<file path="src/rtl/i2s_sound_tx.sv">
// Philips I2S transmitter: divides data_clk into BCLK/LRCK, double-buffers one
// stereo pair behind a valid/ready handshake and repeats the last frame on underrun.
module i2s_sound_tx #(
   parameter int AUD_BIT_DEPTH = 24,
   parameter int SLOT_BITS     = 32,
   parameter int BCLK_DIV      = 8
) (
   input  logic                     data_clk,
   input  logic                     reset_data_N,
   input  logic [AUD_BIT_DEPTH-1:0] lsound_in,
   input  logic [AUD_BIT_DEPTH-1:0] rsound_in,
   input  logic                     sample_valid,
   output logic                     sample_ready,
   output logic                     frame_start,
   output logic                     underrun,
   output logic [15:0]              underrun_cnt,
   output logic                     i2s_bclk,
   output logic                     i2s_lrck,
   output logic                     i2s_data
);

   localparam int DIV_W = $clog2(BCLK_DIV);
   localparam int BIT_W = $clog2(2 * SLOT_BITS);
   localparam int IDX_W = $clog2(AUD_BIT_DEPTH + 1);

   logic [DIV_W-1:0]         div_cnt;
   logic [BIT_W-1:0]         bit_cnt;
   logic [BIT_W-1:0]         bit_next;
   logic [BIT_W-1:0]         slot_pos;
   logic [IDX_W-1:0]         bit_idx;
   logic [AUD_BIT_DEPTH-1:0] frame_l;
   logic [AUD_BIT_DEPTH-1:0] frame_r;
   logic [AUD_BIT_DEPTH-1:0] hold_l;
   logic [AUD_BIT_DEPTH-1:0] hold_r;
   logic [AUD_BIT_DEPTH-1:0] slot_word;
   logic                     hold_full;
   logic                     first_done;
   logic                     tick;
   logic                     load;
   logic                     accept;
   logic                     lrck_next;
   logic                     data_next;

   assign sample_ready = ~hold_full;
   assign accept       = sample_valid & ~hold_full;
   assign tick         = (div_cnt == DIV_W'(BCLK_DIV - 1));
   assign load         = tick & (bit_next == '0);

   // Slot position 0 is the idle bit after the LRCK edge; MSB follows at 1.
   always_comb begin
      bit_next  = (bit_cnt == BIT_W'(2 * SLOT_BITS - 1)) ? '0 : bit_cnt + BIT_W'(1);
      lrck_next = (bit_next >= BIT_W'(SLOT_BITS));
      slot_pos  = lrck_next ? bit_next - BIT_W'(SLOT_BITS) : bit_next;
      slot_word = lrck_next ? frame_r : frame_l;
      bit_idx   = IDX_W'(AUD_BIT_DEPTH) - IDX_W'(slot_pos);
      data_next = 1'b0;
      if (slot_pos >= BIT_W'(1) && slot_pos <= BIT_W'(AUD_BIT_DEPTH))
         data_next = slot_word[bit_idx];
   end

   always_ff @(posedge data_clk or negedge reset_data_N) begin
      if (!reset_data_N) begin
         div_cnt      <= '0;
         bit_cnt      <= '0;
         i2s_bclk     <= 1'b0;
         i2s_lrck     <= 1'b0;
         i2s_data     <= 1'b0;
         frame_start  <= 1'b0;
         underrun     <= 1'b0;
         underrun_cnt <= 16'd0;
         frame_l      <= '0;
         frame_r      <= '0;
         hold_l       <= '0;
         hold_r       <= '0;
         hold_full    <= 1'b0;
         first_done   <= 1'b0;
      end else begin
         frame_start <= 1'b0;
         underrun    <= 1'b0;

         if (tick) begin
            div_cnt  <= '0;
            i2s_bclk <= 1'b0;
            bit_cnt  <= bit_next;
            i2s_lrck <= lrck_next;
            i2s_data <= data_next;
         end else begin
            div_cnt <= div_cnt + DIV_W'(1);
            if (div_cnt == DIV_W'(BCLK_DIV / 2 - 1))
               i2s_bclk <= 1'b1;
         end

         if (load) begin
            frame_start <= 1'b1;
            first_done  <= 1'b1;
            if (hold_full) begin
               frame_l   <= hold_l;
               frame_r   <= hold_r;
               hold_full <= 1'b0;
            end else if (accept) begin
               // Pair arriving on the load edge bypasses the empty holding register.
               frame_l <= lsound_in;
               frame_r <= rsound_in;
            end else if (first_done) begin
               underrun <= 1'b1;
               if (underrun_cnt != 16'hFFFF)
                  underrun_cnt <= underrun_cnt + 16'd1;
            end
         end else if (accept) begin
            hold_l    <= lsound_in;
            hold_r    <= rsound_in;
            hold_full <= 1'b1;
         end
      end
   end

endmodule
</file>
<file path="config.mk">
export PLATFORM = sky130hd
export DESIGN_NAME = i2s_sound_tx
export DESIGN_NICKNAME = d
export VERILOG_FILES = /design/src/rtl/i2s_sound_tx.sv
export SDC_FILE = /design/constraint.sdc
export NUM_CORES = 1
export LEC_CHECK = 0
export ABC_AREA = 1
export BUFFER_PORTS_ARGS = -buffer_cell sky130_fd_sc_hd__buf_2
export CAP_MARGIN = 40
export CORE_MARGIN = 2
export CORE_UTILIZATION = 45
export DETAILED_ROUTE_END_ITERATION = 6
export HOLD_SLACK_MARGIN = 0.15
export PLACE_DENSITY = 0.6
export SLEW_MARGIN = 15
export SYNTH_ARGS = -nofsm -noshare
export SYNTH_HDL_FRONTEND = slang
export SYNTH_SLANG_ARGS = --single-unit
</file>
<file path="constraint.sdc">
create_clock -name data_clk -period 3.2 [get_ports data_clk]
set_input_delay 0.32 -clock data_clk [delete_from_list [all_inputs] [get_ports data_clk]]
set_output_delay 0.32 -clock data_clk [all_outputs]
set_load 0.02 [all_outputs]
</file>
==> out/results.ini <==
[place]
place_inst = 994
port_buffers = 72
hpwl_mm = 9.74
gp_congestion = 0.814

[pwr]
p_per_area_mw_per_mm2 = 516
cellLeakagePower_nw = 3.67
vdd_drop_max_uv = 375

[floorplanning]
start_util = 0.457
pin_count = 73
die_width_um = 123
dieArea_mm2 = 0.0150
core_mm2 = 0.0138
die_h_um = 123
rows = 43

[clock_network]
clock-sinks = 128
cts_tree = yes
cts.path.max_buffers = 2
cts-root-buf = clkbuf_16
insertion_delay_ps = 420
htreeDepth = 4
numCtsBuffers = 17
post_cts_resized = 0
clk_pin_slew_ps = 60

[critical_path]
startpoint_type = register
cpPeakStageDelay_ps = 400
crit_type = reg -> reg
reg2reg_slack_ps = 670
cpMostUsedCell = nand2_4
required_ps = 3530
cp_data_arrival_time_ps = 2870
worstPathCellList = ha_1, nand2_4, nor2_4, nor2_1, nand2_4, nand2_4, nor3_4, nand2_4, nor2_4, buf_4, o211ai_1, o21ai_0
endpoint_kind = register
crit_slowest_cell = dfrtp_1
cp_max_fo = 49

[route]
vias_per_cell = 4.90
dr.pass1.iters = 4
vias = 5039
drc = 0
routedWlPerCell_um = 13.5
ant_nets = 0
drt_first_iter_violations = 341
finalWirelength_mm = 13.9

[synth]
synthXorXnorAreaFrac = 0.0249
yosysTopAreaCellShare = 0.507
syn_nets = 830
ys_ff_latch = 128
avgSynthCellArea_um2 = 8.18
syn_inst = 773
synth_top_family_by_area = simple AND/OR/NAND/NOR gates
yosys.area_share.simple = 0.221
synth_commonest_cells = nand2_1, dfrtp_1, o21ai_0
yosys.area.top_type = dfrtp_1
synth_most_common_cell = nand2_1
synth.distinct_cells = 32
synthArstFlopShare = 1.00
synth_edf_count = 0
synth_area_leaders = dfrtp_1, nand2_1, o21ai_0
ys_seq_area_frac = 0.507
yosysWarnings = 0
synth_mux_area_frac = 0
synth_area_mm2 = 0.00632
ys.flop_type = dfrtp_1
synthAdderAreaFrac = 0.0119
synth-compound-area-share = 0.150

[global_routing]
grt-busiest-layer = met2
grtUsageMet2 = 0.316
gr-usage-all-layers = 0.203
grt_pass1_vias = 4919
overflow = 0
grt_use_met1 = 0.280
use_met3 = 0.0479
grt_max_degree = 67
grt_pass1_wl_mm = 23.7
antenna_found_initial = 0

[timing]
slew_viol_final = 0
fin_setup_tns_ps = 0
setup-violations-final = 0
relSlewSlack = 0.505
skew_ps = 10.5
post-route-period-util = 0.791
finalHoldViolations = 0
rsz0062_at_grt = no
fmax_mhz = 395
tightest_slew_ps = 741
period_minus_slack_ps = 2530

[worst_hold_path]
holdCritPathClass = in -> reg

[cells_and_area]
layout.nets = 893
final_cells = 1029
diodes = 0
area_delta_synth_final_pct = 17.5
drive_gt1_frac = 0.154

[run]
maxCapViolCount = 0

[run_status]
status = finished, final reports clean

## through the flow
stage                     power, mW   util  worst slack (ps)  cell area [um2]  hold slack (ps)
after floorplan                1.87      -              1170             6320             24.4
after global placement         1.97  0.492               672             6800              413
after detailed placement       1.98  0.492               658             6800              448
after CTS                      3.88  0.536               646             7400              151
after global routing           4.00  0.538               346             7430              166
final                          3.84  0.538               668             7430              167
## final cells by class
| type | count | area (um2) |
|---|---|---|
| fill | 1310 | 6390 |
| sequential | 128 | 3200 |
| multi-input combinational | 513 | 2580 |
| clock buffer | 21 | 480 |
| timing repair buffer | 81 | 480 |
| inverter | 95 | 359 |
| tap | 180 | 225 |
| clock inverter | 11 | 105 |
## cells by family after synthesis
| family | count (synthesis) |
|---|---|
| xor+xnor | 18 |
| fa+ha+maj | 6 |
| buf+inv | 132 |
| compound gates | 165 |
| simple gates | 324 |
| flops | 128 |
## power by group
part | leakage (nW) | internal, mW | switching (mW)
Combinational | 1.77 | 0.0908 | 0.114
Sequential | 1.62 | 1.70 | 0.0425
Clock | 0.278 | 1.15 | 0.733
## what timing repair did
item	in CTS	in global routing
hold buffers	2	0
buffers inserted	0	0
endpoints found under the hold margin	63	0
## registers in the layout, summed over array words and instances, names as in the netlist
register and flops:
frame_l 24, bit_cnt 6, first_done 1, div_cnt 3, hold_l 24, frame_start 1
hold_full 1, i2s_data 1, i2s_lrck 1, frame_r 24, underrun 1, i2s_bclk 1
hold_r 24, underrun_cnt 16
## path summary, 6_finish.rpt
| check | startpoint | end | depth (start not counted) |
|---|---|---|---|
| worst min-delay path | rsound_in[12] | hold_r[12] | 3 |
| worst max-delay path | bit_cnt[0] | frame_l[12] | 12 |
| worst max register to register | bit_cnt[0] | frame_l[12] | 12 |
| min in group asynchronous | reset_data_N | div_cnt[1] | 2 |
| worst min register to register | div_cnt[0] | div_cnt[0] | 1 |
| max in group asynchronous | reset_data_N | hold_l[9] | 3 |
## cell usage in the layout, fill, tap and decap left out, drive strengths merged
cell	Yosys	final
clkbuf	18	21
nand3b	2	2
nor3	6	6
nor2	42	42
bufinv	0	1
clkinv	1	5
dfrtp	128	128
o21a	34	34
o211ai	16	16
nand3	33	33
dlygate4sd3	0	2
xor2	13	13
nand4	4	4
or2	2	2
buf	19	79
a21oi	1	1
nand2	232	232
nor4	3	3
ha	6	6
clkinvlp	0	4
o21ai	114	114
inv	94	96
xnor2	5	5
## routing by layer
layer | part of all wire | wire (um)
met5 | 0 | 0
met4 | 0.012 | 172
met3 | 0.028 | 396
met2 | 0.47 | 6600
met1 | 0.49 | 6770
## worst max-delay path, delay by kind of cell, from the launching register on
family	cells	cell delay, ps
and+or+nand+nor	8	1080
AOI/OAI and AO/OA	2	280
adders and majority gates	1	260
DFF	1	400
buffers and inverters	1	400
(Power assumes the default switching activity.)
